**src/rtl/uart_rx.sv**
```systemverilog
// uart_rx: 8N1 serial receiver with registered byte/frame-error strobes.
// Define UART_RX_MAJORITY_EN for 2-of-3 voting around each bit centre.
module uart_rx #(
    parameter int BAUDRATE_DIVISOR = 100_000_000 / 9600
) (
    input  logic       clk,
    input  logic       rst_n,
    input  logic       rx_bit,
    output logic [7:0] rx_data,
    output logic       rx_valid,
    output logic       rx_frame_err,
    output logic       rx_busy
);
    localparam int CW = $clog2(BAUDRATE_DIVISOR);
    localparam int MID = BAUDRATE_DIVISOR / 2;
    localparam logic [CW-1:0] LAST = CW'(BAUDRATE_DIVISOR - 1);
    typedef enum logic [2:0] {IDLE, START, DATA, STOP, BREAK} state_t;
    state_t state, state_nx;
    logic sync1, rx_s, wrap, decide, bit_val, valid_nx, err_nx;
    logic [CW-1:0] baud_cnt, baud_cnt_nx;
    logic [3:0] bit_idx, bit_idx_nx;
    logic [7:0] shift_reg, shift_nx, data_nx;
    // Strobes are registered, so each decision is made one count early and lands in the cycle the counter reads MID.
`ifdef UART_RX_MAJORITY_EN
    logic [1:0] votes;
    assign decide = baud_cnt == CW'(MID);
    assign bit_val = (votes[1] & votes[0]) | (votes[1] & rx_s) | (votes[0] & rx_s);
    always_ff @(posedge clk or negedge rst_n)
        if (!rst_n) votes <= 2'b11;
        else if (baud_cnt == CW'(MID - 2) || baud_cnt == CW'(MID - 1)) votes <= {votes[0], rx_s};
`else
    assign decide = baud_cnt == CW'(MID - 1);
    assign bit_val = rx_s;
`endif
    assign wrap = baud_cnt == LAST;
    assign rx_busy = state != IDLE;
    always_ff @(posedge clk or negedge rst_n)
        if (!rst_n) {rx_s, sync1} <= 2'b11;
        else {rx_s, sync1} <= {sync1, rx_bit};
    always_ff @(posedge clk or negedge rst_n) begin
        if (!rst_n) begin
            state <= IDLE;
            baud_cnt <= '0;
            bit_idx <= '0;
            shift_reg <= '0;
            rx_data <= '0;
            rx_valid <= 1'b0;
            rx_frame_err <= 1'b0;
        end else begin
            state <= state_nx;
            baud_cnt <= baud_cnt_nx;
            bit_idx <= bit_idx_nx;
            shift_reg <= shift_nx;
            rx_data <= data_nx;
            rx_valid <= valid_nx;
            rx_frame_err <= err_nx;
        end
    end
    always_comb begin
        state_nx = state;
        baud_cnt_nx = wrap ? '0 : baud_cnt + 1'b1;
        bit_idx_nx = bit_idx;
        shift_nx = shift_reg;
        data_nx = rx_data;
        valid_nx = 1'b0;
        err_nx = 1'b0;
        case (state)
            IDLE: begin
                baud_cnt_nx = '0;
                bit_idx_nx = '0;
                if (!rx_s) state_nx = START;
            end
            START: begin
                if (decide && bit_val) begin
                    state_nx = IDLE;
                    baud_cnt_nx = '0;
                end else if (wrap) begin
                    state_nx = DATA;
                    bit_idx_nx = 4'd1;
                end
            end
            DATA: begin
                if (decide) shift_nx = {bit_val, shift_reg[7:1]};
                if (wrap) begin
                    bit_idx_nx = bit_idx + 4'd1;
                    if (bit_idx == 4'd8) state_nx = STOP;
                end
            end
            STOP: begin
                if (decide) begin
                    state_nx = bit_val ? IDLE : BREAK;
                    baud_cnt_nx = '0;
                    bit_idx_nx = '0;
                    valid_nx = bit_val;
                    err_nx = !bit_val;
                    data_nx = bit_val ? shift_reg : rx_data;
                end
            end
            default: begin
                baud_cnt_nx = '0;
                bit_idx_nx = '0;
                if (rx_s) state_nx = IDLE;
            end
        endcase
    end
endmodule

```
**config.mk**
```make
export PLATFORM = sky130hd
export DESIGN_NAME = uart_rx
export DESIGN_NICKNAME = d
export VERILOG_FILES = /design/src/rtl/uart_rx.sv
export SDC_FILE = /design/constraint.sdc
export NUM_CORES = 1
export LEC_CHECK = 0
export BUFFER_PORTS_ARGS = -buffer_cell sky130_fd_sc_hd__buf_2
export CAP_MARGIN = 20
export CORE_MARGIN = 8
export CORE_UTILIZATION = 23
export CTS_CLUSTER_SIZE = 28
export DETAILED_ROUTE_END_ITERATION = 6
export RECOVER_POWER = 50
export SYNTH_ARGS = -nofsm -noshare
export SYNTH_HDL_FRONTEND = slang
export SYNTH_SLANG_ARGS = --single-unit
```
**constraint.sdc**
```tcl
create_clock -name clk -period 4.3 [get_ports clk]
set_input_delay 0.86 -clock clk [delete_from_list [all_inputs] [get_ports clk]]
set_output_delay 0.86 -clock clk [all_outputs]
set_load 0.03 [all_outputs]
```
==> summary by stage, run 1 <==
Global routing
The maximum number of pins on one net before global-route repair is 42. The number of global-route vias before repair is 1380. The number of antenna violations at the first check in global routing came to 0. The final global-route overflow total is 0. The global-route wire length before repair is 6910 um.

Global routing consumed, over all layers together, 7.13% of the routing resources.

Yosys
The most used flip-flop cell after synthesis is dfrtp_1. The flop and latch count out of synthesis is 41. The number of distinct library cells after synthesis is 46.

After technology mapping, the gate count stands at 182. The number of enable flip-flop cells after synthesis is 0. Sequential cells were found to cover between 50% and 60% of the synthesized design area.

After Yosys synthesis, XOR and XNOR cells account for 5.60% of the synthesized area. The synthesized netlist net count is 188. For this run, asynchronously set or reset flops after synthesis account for between 90% and 100%. The portion of netlist area occupied by mux cells is 9.35%. During synthesis, Yosys emitted a total of 0 warnings. By area, the combinational part of the netlist is dominated by simple AND/OR/NAND/NOR gates. The synthesized netlist devotes 1.85% of its cell area to adder and majority cells. Summing the areas of all and, or, nand and nor instances in the mapped netlist gives 20.8% of the synthesized area. The cell area after synthesis is 2030 um^2. The average cell area after synthesis is 11.2 um^2. Summing the areas of all compound-gate instances in the mapped netlist gives 7.88% of the synthesized area.

Placed design
The global placer's final weighted congestion is roughly 0.84. The total half-perimeter wirelength after legalization and detailed placement is 2730 um. In this run the tool buffered the top-level ports with 13 buffer cells.

Prior to clock tree synthesis, the placed netlist has a worst setup slack of 2130 ps.

Routing
The detail-routed via count per cell is 4.51. Wires add up to 3920 um. For this run, design rule violations remaining after detail routing come to 0. After detailed routing, no signal wire sits above met4.

The met3 wire length is 177 um. The total met2 wirelength after detailed routing is 1740 um. The vias after detailed routing is ~1400. The routed length on met1 is 1980 um. The detailed router finished its first iteration with 91 violations. The remaining number of nets flagged by the antenna check after routing is 0.

The detailed-routing iteration count for the pre-antenna-repair pass is 4. Dividing the detail-routed wire length by the instance count gives 12.9 um.

STA
The number of hold violations in the final report is 0. In the post-route analysis, the smallest setup slack over all paths is 1850 ps. The slew of the pin with the lowest slew margin is between 2000 and 2500 ps. The clock period could shrink to about 2500 ps. For the final database, setup skew stands at 7.94 ps. The portion of the clock cycle consumed by the worst path in the final layout is between 50% and 60%.

Setup repair after global routing left no endpoint under its margin. The count of final setup violators is 0. The headroom to the max-slew limit is -45.9%.

The total count of max-transition violations in the final report came to 42. The fmax is 0.408 GHz. The total negative setup slack is 0 ps. Hold is met by ~360 ps.

Clock network
The post-CTS repair timing setup buffer count is 0. The clock net in this run drives a total of 41 sinks. The maximum clock path buffer count is 2.

The post-cts hold buffer count is 0. The H-tree was split into 2 levels. TritonCTS built the clock tree. The master cell of the clock root buffer is clkbuf_8. Buffers inserted during clock tree synthesis total 5.

For the worst-skew pair, the clock arrives at the later sink with an insertion delay of 290 ps. The CTS clock-pin slew for the worst setup and hold paths is 80 ps. The count of instances resized after the clock tree is built is 0.

Worst setup path
For this design, the slowest cell found on the critical path is clkbuf_1. The sum of buffers and inverters on the critical path is 1. Walking the worst path, the cells encountered are clkbuf_1. The worst register-to-register path has a setup slack of around 2200 ps. The endpoint kind of the worst setup timing path is an async pin. The worst reg-to-reg path cell count is 5. Data on the critical path is required at its endpoint by 4250 ps. In this design, the stage delay of the slowest critical-path cell is 1530 ps. The family of cells with the greatest summed delay on the critical path is buffers and inverters. By startpoint and endpoint, the worst setup path is classified as in -> async. The maximum fanout along the worst path is 41. The category of the worst setup path launch point is an input pin. For the worst setup path, the data arrival time is approximately 2400 ps. The worst flop-to-flop path endpoint is baud_cnt[4]. In this run the critical register-to-register path is launched from baud_cnt[0].

Layout
The sequential cells in the finished layout cover a total of about 1000 um^2. Fill cells in the final layout number 924. The number of nets in the layout is 200. The register with the most flip-flops in the layout has 14 of them. From synthesis to final layout, the design area changed by 12.9%. The fraction of final layout cells sized beyond drive strength 1 is 23.6%.

The antenna diode instance count is 0. The total area of multi-input combinational cells is 923 um^2. The library cell used most frequently in the layout, excluding fill and tap cells, is dfrtp_1. Leaving out fill and tap cells, the most frequent cells in the layout are dfrtp_1 (39), nor2_1 (24), mux2_2 (16).

Floorplan
From left edge to right edge, the die measures 110 um. The effective utilization at floorplan is 23.5%. The height of the die is 110 um.

The core area is 8640 um^2. The overall die area is about 12000 um^2. The number of ports placed on the die boundary is 14. The number of core rows is 34.

Run status
The run finished, with violations left. The final reports fail on max-capacitance violations, max-slew violations.

Min path
The worst min-delay path startpoint is sync1. The worst hold path passes through 0 cells. The min-delay analysis places its worst path in the category reg -> reg. The path with the worst hold slack has its endpoint at bit_val.

Power and ir drop
The maximum VDD drop is 135 uV. The ratio of total power to cell area is 316 nW/um^2. For this design the static power due to leakage is 1.01 nW.

Flow run
The number of maximum-capacitance constraint violations is 1.
==> through the flow <==
| step | util [%] | instances | instance area, um^2 | power [mW] |
|---|---|---|---|---|
| 2_1_floorplan | - | 182 | 2030 | 0.397 |
| 3_3_place_gp | 25.2 | 295 | 2180 | 0.405 |
| 3_5_place_dp | 25.2 | 295 | 2180 | 0.406 |
| 4_1_cts | 26.6 | 303 | 2300 | 0.736 |
| 5_1_grt | 26.6 | 303 | 2300 | 0.749 |
| 6_report | 26.6 | 303 | 2300 | 0.726 |
==> report_power, final <==
group	switching (mW)	internal (mW)
sequential	0.00156	0.387
clock	0.140	0.189
combinational	0.00770	0.000805
total	0.149	0.577
==> synth_stat cells, types with 2 or more instances <==
cell type | number | area, um^2
xor2_1 | 2 | 17.5
and4bb_2 | 2 | 25.0
dfrtp_1 | 39 | 976
o21ai_0 | 3 | 15.0
buf_6 | 2 | 22.5
and2_1 | 2 | 12.5
ha_1 | 3 | 37.5
mux2_2 | 16 | 180
xnor2_1 | 11 | 96.3
nor3_1 | 3 | 15.0
nor2_1 | 24 | 90.1
nand2_1 | 10 | 37.5
a21oi_1 | 2 | 10.0
o211ai_1 | 3 | 22.5
dfstp_2 | 2 | 52.6
buf_2 | 4 | 20.0
a2111oi_0 | 2 | 17.5
nor2b_1 | 2 | 12.5
a41oi_1 | 2 | 17.5
inv_1 | 7 | 26.3
and3_1 | 2 | 12.5
nand3_1 | 6 | 30.0
nand3b_1 | 2 | 15.0
nand4_1 | 5 | 31.3
nor4_1 | 5 | 31.3
==> metal layers <==
metal	vias up	GRT usage, %
met4	0	1.45
met2	22	10.8
met1	668	9.81
li1	674	-
met3	2	2.15
met5	-	0
==> worst max-delay path by stage <==
| stage | from | end | slack (ps) | cells past startpoint |
|---|---|---|---|---|
| final | rst_n | baud_cnt[3] | 1850 | 1 |
| after global routing | rst_n | baud_cnt[2] | 1260 | 1 |
| after CTS | state[0] | rx_busy | 1990 | 2 |
| after detailed placement | baud_cnt[0] | baud_cnt[4] | 2130 | 5 |
| after global placement | baud_cnt[0] | baud_cnt[3] | 2230 | 5 |
| after floorplan | state[2] | rx_busy | 2460 | 2 |
==> logic make-up after synthesis <==
family,Yosys count
multiplexers,17
AO/OA/AOI/OAI,20
adder cells (fa/ha/maj),3
flip-flops,41
AND/OR/NAND/NOR,73
XOR/XNOR,13
buffers and inverters,15
==> area by class of cell <==
class | instances | area share [%]
clock buffer | 6 | 3.60
sequential | 41 | 44.8
clock inverter | 2 | 1.63
multi-input combinational | 126 | 40.2
timing repair buffer | 13 | 2.72
tap | 108 | 5.89
inverter | 7 | 1.14
(Power assumes the default switching activity.)
==> inputs of run 2 (changes only) <==
Clock period 4.3 ns to 2.3 ns, I/O delays scaled along.
==> run 2 against run 1 <==
The flow now finishes without violations; cell count is 1.7% higher; first-iteration DRC count is 22% higher; setup slack worse by 1600 ps; critical path depth is 4 higher; register-to-register slack worse by 1900 ps.
==> summary by stage, run 2 (synthesis gave the netlist of run 1 again) <==
Power and ir drop
The net switching power is 270 uW. The share of total power dissipated in the clock network is 44.9%. The ratio of total power to cell area is 580 nW/um^2. Internal power comes to 1.08 mW. For this design the static power due to leakage is 1.02 nW. Net switching is 20.0% of the power. Registers are responsible for 53.8% of the overall power.

The power consumption is 1.35 mW. The worst-case IR drop observed on VDD is 290 uV. Combinational cells account for 1.3% of the total power.

Worst setup path
The category of the worst setup path launch point is a flip-flop. The source of the critical timing path is baud_cnt[0]. The type of the setup path with the least slack is reg -> reg. The data required time of the critical path is 2470 ps. The critical path arrival is 2220 ps.

The reg-to-reg critical path startpoint is baud_cnt[0]. The worst reg-to-reg path cell count is 5. The maximum fanout along the worst path is 8. The worst setup path is captured at a flip-flop.

Floorplan
The effective utilization at floorplan is a little under a quarter. The floorplan step defined a core boundary enclosing 8640 um^2. The floorplan step defined a die boundary enclosing 12100 um^2. The floorplan has 34 rows. The die is 110 um wide. In this run the vertical extent of the chip is between 100 and 150 um. In this run the count of I/O pins placed on the die edge is 14.

STA
In this run the tightest slew margin relative to its limit is 30.5%. The clock arrives with 4.44 ps of skew. Counting I/O delays and the setup requirement, the final critical path takes just over 2000 ps.

The total count of max-transition violations in the final report is 0. The portion of the clock cycle consumed by the worst path in the final layout is 89.0%. For the final routed database, the setup TNS stands at 0 ps. Setup repair after global routing left no endpoint under its margin. Setup violations remaining at the end of the flow were counted as 0. The number of hold violations in the final report is 0. For the pin with the worst max-slew slack, the measured transition is 1040 ps.

After layout, the worst setup slack is 254 ps. Based on the critical path, the design can be clocked at up to 0.489 GHz.

Global routing
The number of antenna violations at the first check in global routing came to 0. The number of global-route vias before repair was 1379. The global-route wire length before repair is 6910 um. Global routing finished with a remaining overflow of 0. Entering global routing, the biggest net connects 21 pins.

For this run, the total global-route usage over all layers was measured as 7.11%.

Layout
Compared with the post-synthesis result, the final layout area differs by 14.3%. The number of nets in the layout is 205. Of the cells placed in the final design, the portion with a size suffix greater than 1 is 24.0%.

The count of fill cells added during filler insertion is 917. Leaving out fill and tap cells, the most frequent cell in the layout is dfrtp_1. The multi-input combinational cells in the finished layout cover a total of 925 um^2. Across the whole layout, storage elements account for 1030 um^2. The top cell types in the final layout, fill and taps aside, are dfrtp_1 (39), nor2_1 (24), mux2_2 (16).

The number of flip-flops under the largest register name is 14. The finished layout holds 308 standard cells, fillers aside. The repair_antennas step left the layout with diodes totalling 0.

Clock network
The clock passes through at most 2 buffers. The number of CTS-inserted buffers is 5. The master cell of the clock root buffer is clkbuf_8. The post-CTS repair timing setup buffer count is 0. The clock network latency to the later pin of the worst-skew pair is a little under 300 ps. The number of clock sinks seen by CTS is 41.

The CTS H-tree depth is 2. Hold repair after CTS inserted 0 buffers. The count of instances resized after the clock tree is built is 0. After clock tree synthesis, the clock-pin slew on the worst setup and hold paths is 80 ps. The CTS tree is done.

Routing
The detailed router finished its first iteration with roughly 110 violations. The detail-routed via count per cell is about 4.5. After detailed routing, the number of remaining DRC violations is 0. The routed layout has 1393 vias. The routed length per placed instance is 12.9 um. The detailed-routing iteration count for the pre-antenna-repair pass is 4.

The remaining number of nets flagged by the antenna check after routing is 0. The total wirelength of the detailed-routed design is around 4000 um.

Min path
The worst hold-check path type is in -> async.

Placed design
The total placed cells including tap cells is 300. The wire-length estimate of the detail-placed layout is 2970 um. Routability-driven placement finished with a final weighted congestion of 0.833. Timing analysis after detailed placement gives a worst setup slack of approximately 240 ps. During placement, the flow inserted port buffers numbering 13.

Flow run
The number of maximum-capacitance constraint violations is 0.

Run status
The flow ran to the end, and the final reports show no timing, DRC or antenna violations.
run 2: changes by cell type in the layout (fill, tap and decap cells not counted), sizes merged:
cell / change
buf: +1
clkbuf: +4
run 2: per-stage QoR:
step	instance area [um^2]	utilization (%)	hold slack (ps)
floorplan	2030	-	164
global placement	2220	25.7	334
detailed placement	2220	25.7	341
CTS	2340	27.1	23.4
global route	2320	26.9	168
finish	2320	26.9	128
run 2: layout make-up:
cell class	instances	area share (%)
Tap cell	108	5.81
Clock buffer	6	3.55
Inverter	7	1.13
Multi-Input combinational cell	126	39.8
Sequential cell	41	44.2
Clock inverter	2	1.61
Timing Repair Buffer	18	3.88
run 2: worst max-delay path: stages (launching register included):
cell and delay [ps]:
dfrtp_1 390, ha_1 250, nor3b_1 290, nand4_2 310, nor2_4 320, mux2_2 370
run 2: layer usage:
layer / routed length [um] / share of wire [%] / global-route usage [%]
met5: 0 / 0 / 0
met2: 1750 / 44 / 10.8
met1: 2050 / 51 / 9.76
met4: 23 / 0.58 / 1.45
met3: 156 / 3.9 / 2.09
run 2: final timing paths:
path | slack (ps) | end
worst max-delay path | 250 | shift_reg[5]
worst min-delay path | 130 | baud_cnt[9]
worst max register to register | 250 | shift_reg[5]
worst min register to register | 360 | bit_val
max in group asynchronous | 840 | rx_data[4]
min in group clk | 260 | sync1
run 2: power by group through the flow:
stage          clock network, mW  logic, mW  registers, mW
3_5_place_dp                   0     0.0204          0.741
4_1_cts                    0.627     0.0203          0.726
5_1_grt                    0.650     0.0207          0.727
3_3_place_gp                   0     0.0195          0.740
2_1_floorplan                  0    0.00338          0.738
6_report                   0.605     0.0170          0.726
